## config.mk

```make
export PLATFORM = sky130hd
export DESIGN_NAME = lsu_mem_initiator
export DESIGN_NICKNAME = d
export VERILOG_FILES = /design/src/rtl/lsu_mem_initiator_pkg.sv /design/src/rtl/lsu_mem_initiator_lane_align.sv /design/src/rtl/lsu_mem_initiator.sv
export SDC_FILE = /design/constraint.sdc
export NUM_CORES = 1
export LEC_CHECK = 0
export BUFFER_PORTS_ARGS = -buffer_cell sky130_fd_sc_hd__buf_2
export CAP_MARGIN = 20
export CORE_MARGIN = 3
export CORE_UTILIZATION = 52
export DETAILED_ROUTE_END_ITERATION = 8
export PLACE_DENSITY_LB_ADDON = 0.2
export SLEW_MARGIN = 20
export SYNTH_ARGS = -nofsm -noshare
export SYNTH_HDL_FRONTEND = slang
export SYNTH_SLANG_ARGS = --single-unit
```

## constraint.sdc

```tcl
create_clock -name clk -period 4.75 [get_ports clk]
set_input_delay 0.7125 -clock clk [delete_from_list [all_inputs] [get_ports clk]]
set_output_delay 0.7125 -clock clk [all_outputs]
set_load 0.01 [all_outputs]
```

## src/rtl/lsu_mem_initiator_pkg.sv

```systemverilog
// lsu_mem_initiator_pkg: op and state encodings plus the misalignment rule shared by the LSU
package lsu_mem_initiator_pkg;

    typedef enum logic [2:0] {
        OP_LB  = 3'd0,
        OP_LH  = 3'd1,
        OP_LW  = 3'd2,
        OP_LBU = 3'd3,
        OP_LHU = 3'd4,
        OP_SB  = 3'd5,
        OP_SH  = 3'd6,
        OP_SW  = 3'd7
    } op_e;

    typedef enum logic [1:0] {
        S_IDLE = 2'd0,
        S_RD   = 2'd1,
        S_WR   = 2'd2,
        S_RSP  = 2'd3
    } state_e;

    // Unknown encodings fall through to the error path like a misaligned access
    function automatic logic misaligned(input op_e op, input logic [1:0] off);
        case (op)
            OP_LB, OP_LBU, OP_SB: misaligned = 1'b0;
            OP_LH, OP_LHU, OP_SH: misaligned = off[0];
            OP_LW, OP_SW:         misaligned = off != 2'd0;
            default:              misaligned = 1'b1;
        endcase
    endfunction

    function automatic logic is_store(input op_e op);
        is_store = op == OP_SB || op == OP_SH || op == OP_SW;
    endfunction

endpackage

```

## src/rtl/lsu_mem_initiator_lane_align.sv

```systemverilog
// lsu_lane_align: little-endian load extraction/extension and store lane merge
module lsu_lane_align
    import lsu_mem_initiator_pkg::*;
(
    input  op_e         op,
    input  logic [1:0]  off,
    input  logic [31:0] word,
    input  logic [31:0] wdata,
    output logic [31:0] load_data,
    output logic [31:0] store_word
);

    logic [7:0]  b;
    logic [15:0] h;
    logic [31:0] bm;
    logic [31:0] hm;

    // Select the addressed lane, extend it for loads, and splice store data into the read word
    always_comb begin
        b          = word[{off, 3'b000} +: 8];
        h          = off[1] ? word[31:16] : word[15:0];
        bm         = 32'h0000_00FF << {off, 3'b000};
        hm         = off[1] ? 32'hFFFF_0000 : 32'h0000_FFFF;
        load_data  = op == OP_LB  ? {{24{b[7]}}, b}  :
                     op == OP_LBU ? {24'b0, b}       :
                     op == OP_LH  ? {{16{h[15]}}, h} :
                     op == OP_LHU ? {16'b0, h}       : word;
        store_word = op == OP_SB ? (word & ~bm) | ({4{wdata[7:0]}} & bm)  :
                     op == OP_SH ? (word & ~hm) | ({2{wdata[15:0]}} & hm) : wdata;
    end

endmodule

```

## src/rtl/lsu_mem_initiator.sv

```systemverilog
// lsu_mem_initiator: single-outstanding load/store unit driving a word-wide synchronous-write memory
module lsu_mem_initiator
    import lsu_mem_initiator_pkg::*;
#(
    parameter int ADDR_W = 32
) (
    input  logic              clk,
    input  logic              rst_n,
    input  logic              req_valid,
    output logic              req_ready,
    input  logic [2:0]        req_op,
    input  logic [ADDR_W-1:0] req_addr,
    input  logic [31:0]       req_wdata,
    output logic              rsp_valid,
    output logic [31:0]       rsp_rdata,
    output logic              rsp_err,
    output logic [ADDR_W-1:0] mem_addr,
    output logic [31:0]       mem_wdata,
    output logic              mem_we,
    input  logic [31:0]       mem_rdata
);

    state_e            state;
    state_e            state_nx;
    op_e               op_q;
    logic [ADDR_W-1:0] addr_q;
    logic [31:0]       wdata_q;
    logic [31:0]       rdata_q;
    logic              err_q;
    logic              accept;
    logic [31:0]       load_data;
    logic [31:0]       store_word;

    assign accept = req_valid && req_ready;

    lsu_lane_align u_align (
        .op         (op_q),
        .off        (addr_q[1:0]),
        .word       (rdata_q),
        .wdata      (wdata_q),
        .load_data  (load_data),
        .store_word (store_word)
    );

    // State register
    always_ff @(posedge clk or negedge rst_n) begin
        if (!rst_n) state <= S_IDLE;
        else        state <= state_nx;
    end

    // Request capture on accept and read-word capture in RD
    always_ff @(posedge clk or negedge rst_n) begin
        if (!rst_n) begin
            op_q    <= OP_LB;
            addr_q  <= '0;
            wdata_q <= '0;
            rdata_q <= '0;
            err_q   <= 1'b0;
        end else begin
            if (accept) begin
                op_q    <= op_e'(req_op);
                addr_q  <= req_addr;
                wdata_q <= req_wdata;
                err_q   <= misaligned(op_e'(req_op), req_addr[1:0]);
            end
            if (state == S_RD) rdata_q <= mem_rdata;
        end
    end

    // Next state: errors skip memory, SW writes directly, sub-word stores read-modify-write
    always_comb begin
        state_nx = state;
        case (state)
            S_IDLE:  if (accept) state_nx = misaligned(op_e'(req_op), req_addr[1:0]) ? S_RSP :
                                            op_e'(req_op) == OP_SW ? S_WR : S_RD;
            S_RD:    state_nx = is_store(op_q) ? S_WR : S_RSP;
            S_WR:    state_nx = S_RSP;
            default: state_nx = S_IDLE;
        endcase
    end

    // Outputs decoded from state; memory bus is quiet outside RD/WR
    always_comb begin
        req_ready = state == S_IDLE;
        rsp_valid = state == S_RSP;
        rsp_err   = rsp_valid && err_q;
        rsp_rdata = (rsp_valid && !err_q && !is_store(op_q)) ? load_data : 32'd0;
        mem_we    = state == S_WR;
        mem_addr  = (state == S_RD || state == S_WR) ? {addr_q[ADDR_W-1:2], 2'b00} : '0;
        mem_wdata = mem_we ? (op_q == OP_SW ? wdata_q : store_word) : 32'd0;
    end

endmodule

```

# Word level (Yosys, flattened, before mapping)
# Index checks and enable logic that the tools add are counted.
[totals]
reg_bits = 102
out_inout_bits = 100
elab_cells = 69
[op_classes]
n_eq_ne = 17
shift = 2
muxes = 20
bitwise_logic = 8
reduce_logical = 16
[op_table]
columns = ["op", "count"]
rows = [
  ["$mux 32", 11],
  ["$and 32x32->32", 4],
  ["$not 32->32", 2],
  ["$or 32x32->32", 2],
  ["$shiftx 32x6->8", 1],
  ["$shl 8x5->32 const A", 1],
  ["$eq 3x3->1 const B", 8],
  ["$mux 16", 1],
  ["$eq 3x2->1 const B", 3],
  ["$eq 3x1->1 const B", 2],
  ["$logic_not 3->1", 2],
  ["$mux 2", 3],
  ["$pmux 2 s3", 1],
  ["$reduce_or 3->1", 2],
  ["$eq 2x2->1 const B", 2],
  ["$logic_and 1x1->1", 4],
  ["$logic_or 1x1->1", 3],
  ["$mux 1", 3],
  ["$pmux 1 s3", 1],
  ["$eq 2x1->1 const B", 1],
  ["$logic_not 1->1", 2],
  ["$logic_not 2->1", 1],
  ["$ne 2x1->1 const B", 1],
  ["$reduce_bool 2->1", 1],
  ["$reduce_or 2->1", 1],
]

# Logic depth before layout (Yosys ltp)
[logic_depth]
ltp_word = 8
depth_mapped = 8
ltp_nobuf = 6

# Cells and area by module
# From an unflattened synthesis, not the netlist that was laid out.
[unflattened]
cells_unflattened = 694
area_unflattened_um2 = 7104.3
[modules_own_cells]
columns = ["module", "instances", "cells_per_inst", "area_each_um2", "seq_area_each_um2"]
rows = [
  ["lsu_mem_initiator", 1, 428, 5028.6, 2552.4],
  ["lsu_lane_align", 1, 266, 2075.7, 0.0],
]

# Least setup slack after synthesis
# No wires, ideal clock.
[synth_timing]
kind = "reg-to-output"
start = "reg op_q[0]"
end = "out rsp_rdata[0]"
arrival_time_ns = 1.670
t_required_ns = 4.038
path_slack_ns = 2.367
path_stages_with_launch = 8
path_cell_list = "dfrtp_1 -> buf_6 -> nor2b_4 -> buf_6 -> or3_1 -> buf_2 -> buf_6 -> a211oi_1"
[synth_via]
elab_chain_len = 6
elab_cells_between_ends = 16
cone_classes = "eq/ne: 6; mux: 5; reduce/logical: 5"
[synth_rtl]
columns = ["item", "line", "source"]
rows = [
  ["start: declaration", "lsu_mem_initiator.sv:25", "op_e op_q;"],
  ["start signal: assignment", "lsu_mem_initiator.sv:61", "op_q <= op_e'(req_op);"],
  ["$eq 3x3->1 (on tied branches)", "lsu_mem_initiator_lane_align.sv:27, lsu_mem_initiator_pkg.sv:33", ""],
  ["$mux 32 / $logic_or 1x1->1 (equally long branches)", "lsu_mem_initiator_lane_align.sv:27, lsu_mem_initiator_pkg.sv:33", ""],
  ["$mux 32 / $logic_or 1x1->1 (equally long branches)", "lsu_mem_initiator_lane_align.sv:26, lsu_mem_initiator_pkg.sv:33", ""],
  ["$mux 32 / $logic_not 1->1 (equally long branches)", "lsu_mem_initiator_lane_align.sv:25, lsu_mem_initiator.sv:87", ""],
  ["$mux 32 / $logic_and 1x1->1 (equally long branches)", "lsu_mem_initiator_lane_align.sv:24, lsu_mem_initiator.sv:87", ""],
  ["$mux 32 (*)", "lsu_mem_initiator.sv:87", "rsp_rdata = (rsp_valid && !err_q && !is_store(op_q)) ? load_data : 32'd0;"],
  ["end: declaration", "lsu_mem_initiator.sv:15", "output logic [31:0] rsp_rdata,"],
]
# Every way passes the cells marked *; elsewhere a longest branch is shown, timed or not.

# Final worst setup path
[layout_timing]
start = "reg op_q[2]"
end = "out rsp_rdata[7]"
# The elaborated chain is that of the path after synthesis.

==> flow_summary_export.csv <==
group,metric,value,unit
setup_path,worstPathCellList,"buf_4, or3_1, nor2_1, a211oi_1, buf_2",
routing,first_iter_violations,399,
yosys,ys_seq_area_frac,0.411,
place,numPortBuffers,199,
yosys,syn_avg_cell_area,10.9,um^2
floorplanning,die_w,115,um
sta,period_share,0.744,
setup_path,cpPeakStageDelay,1040,ps
sta,setup_violations,0,
routing,vias,5305,
global_route,grt_pass1_vias,5224,
clock_tree,cts.sinks,102,
yosys,syn_area,0.00621,mm^2
setup_path,worst-path-stages,5,
global_route,antenna_found_initial,0,
power_and_ir_drop,power,5880,uW
power_and_ir_drop,p_comb_frac,0.537,
clock_tree,insertion_delay,350,ps
routing,dr.pass1.iters,5,
setup_path,end_kind,"output port",
sta,finalMaxSlewViolations,0,
routing,ant_nets,0,
routing,post_drt_wl_per_cell,20.0,um
global_route,grt.total_usage,0.269,
sta,rsz0062_at_grt,"false",
cells_and_area,antenna_cells,0,
power_and_ir_drop,seqPwrFrac,0.335,
setup_path,crit_slowest_cell,"dfrtp_1",
setup_path,critPathBufInv,2,
power_and_ir_drop,swShare,0.438,
sta,fmax,0.283,GHz
floorplanning,die_y,115,um
cells_and_area,nets,843,
yosys,ys_async_sr_fraction,1.00,
clock_tree,cts_made_buffers,9,
sta,clock_skew,4.96,ps
setup_path,cp-start-kind,"flip-flop",
clock_tree,clock_path_buffers,2,
clock_tree,clk_pin_slew_worst_paths,70,ps
routing,routed_wl,17700,um
power_and_ir_drop,switchingPower,2570,uW
yosys,ys_ff_latch,102,
floorplanning,start_util,0.537,
place,dp_hpwl,13100,um
setup_path,critPathArrivalTime,2820,ps
clock_tree,tritoncts,"built",
sta,hold_violations,0,
yosys,synth_cells,570,
place,placed_cell_area,0.00720,mm^2
place,place_congestion,0.915,
hold_path,worstHoldPathType,"in2async",
outcome,run_status,"finished clean",
setup_path,cpLargestDelayFamily,"flip-flops",
cells_and_area,syn_to_final_growth,20.8,%
yosys,synth_edf_count,0,
power_and_ir_drop,cellPowerDensity,784,mW/mm^2
floorplanning,design.core.area,0.0116,mm^2
cells_and_area,drive_gt1_frac,0.477,
floorplanning,rows,39,
power_and_ir_drop,power.leakage,0.00361,uW
routing,via_per_inst,5.99,
sta,setup_slack,1210,ps
sta,setup_tns,0,ps
sta,worst_slew_pin_slew,1060,ps
clock_tree,htree_num_levels,3,
clock_tree,cts_hold_buffers,0,
clock_tree,cts-root-buf,"clkbuf_16",
global_route,grt_max_degree,65,
yosys,dominantRegCellSynth,"dfrtp_1",
cells_and_area,fillers,932,
clock_tree,ctsResizeCount,0,
place,dp.cells,869,
cells_and_area,stdcell_count,885,
setup_path,criticalPathCategory,"reg2out",
yosys,synth_cell_types,46,
sta,fin_crit,3540,ps
power_and_ir_drop,p_clk_frac,0.128,
routing,drc,0,
global_route,overflow,0,
sta,slew_headroom,0.291,
power_and_ir_drop,peakVddDrop,0.387,mV
floorplanning,io-pin-count,202,
cells_and_area,final_area,0.00750,mm^2
setup_path,worstPathMaxFanout,35,
clock_tree,post_cts_buffers,0,
setup_path,required,4040,ps
floorplanning,dieArea,0.0133,mm^2
place,place_ws,1650,ps
setup_path,r2r_cells,5,
global_route,grt_pass1_wl,27600,um
yosys,synth_warnings,0,
run,drv_cap,0,
power_and_ir_drop,internal-power,3310,uW
per-stage QoR:
step | util | hold slack (ps)
floorplan | - | 417
detailed placement | 0.623 | 485
finish | 0.648 | 444
global placement | 0.623 | 479
CTS | 0.648 | 464
global route | 0.648 | 496
synthesized netlist by cell type, types with 8 or more instances:
cell type	number	share of area
mux2_2	113	0.21
dfrtp_1	102	0.41
a21oi_1	37	0.030
clkbuf_1	32	0.019
and2_1	31	0.031
o21ai_0	26	0.021
mux2i_1	25	0.040
nand2_1	25	0.015
o221ai_1	17	0.024
a31oi_1	16	0.016
o21a_1	16	0.019
nor2_1	14	0.0085
buf_2	11	0.0089
a211oi_1	8	0.0097
a21boi_0	8	0.0097
and3_1	8	0.0081
mux4_2	8	0.029
o21bai_1	8	0.0097
cell type report:
type,count,area [um^2],area share
Clock buffer,10,229,0.0305
Clock inverter,6,70.1,0.00934
Timing Repair Buffer,206,1050,0.140
Sequential cell,102,2550,0.340
Multi-Input combinational cell,411,3390,0.452
Tap cell,143,179,0.0239
Inverter,7,26.3,0.00350
sequential cells by signal (all words and copies together) (netlist names):
name and flops:
addr_q 32, err_q 1, op_q 3, rdata_q 32, state 2, wdata_q 32
power groups by stage:
stage / combinational, uW / clock [uW] / sequential (uW)
floorplan: 2490 / 0 / 1590
global placement: 3080 / 0 / 1920
detailed placement: 3140 / 0 / 1950
CTS: 3160 / 770 / 1930
global route: 3460 / 805 / 2020
finish: 3160 / 754 / 1970
routing by layer:
metal	track usage	vias to the layer above	share of wire
met5	0	-	0
li1	-	2436	-
met3	0.0726	28	0.092
met1	0.360	2574	0.41
met2	0.433	267	0.48
met4	0.0798	0	0.019
kinds of logic (layout without fill, tap and decap cells):
family          count (synthesis)  count (layout)  synth area share
fa+ha+maj                       4               4           0.00806
other cells                     1               2          0.000604
mux                           146             146             0.274
flops                         102             102             0.411
xor+xnor                        2               2           0.00282
simple gates                   96              96            0.0821
buf+inv                        58             229            0.0433
compound gates                161             161             0.177
path summary, 6_finish.rpt:
check                           slack, ps              startpoint                      end
worst min register to register        500  addr_q[21]$_DFFE_PN0P_   addr_q[21]$_DFFE_PN0P_
min in group clk                      500  addr_q[21]$_DFFE_PN0P_   addr_q[21]$_DFFE_PN0P_
max in group asynchronous            3270                   rst_n   addr_q[29]$_DFFE_PN0P_
worst max-delay path                 1210     op_q[2]$_DFFE_PN0P_             rsp_rdata[7]
worst max register to register       2310    state[0]$_DFFE_PN0P_  wdata_q[14]$_DFFE_PN0P_
worst min-delay path                  440                   rst_n      op_q[1]$_DFFE_PN0P_
cells in the final DEF, fill, tap and decap left out, drive strengths merged, types with 8 or more instances in the layout:
cell	n
nor2	14
o221ai	17
mux2i	25
mux4	8
mux2	113
o21bai	9
a21boi	9
o21a	16
and3	8
nand2	25
a31oi	16
clkbuf	10
a21oi	37
a211oi	8
and2	31
o21ai	27
buf	206
dfrtp	102
inv	9
No activity file was read; power rests on OpenSTA's default activity.
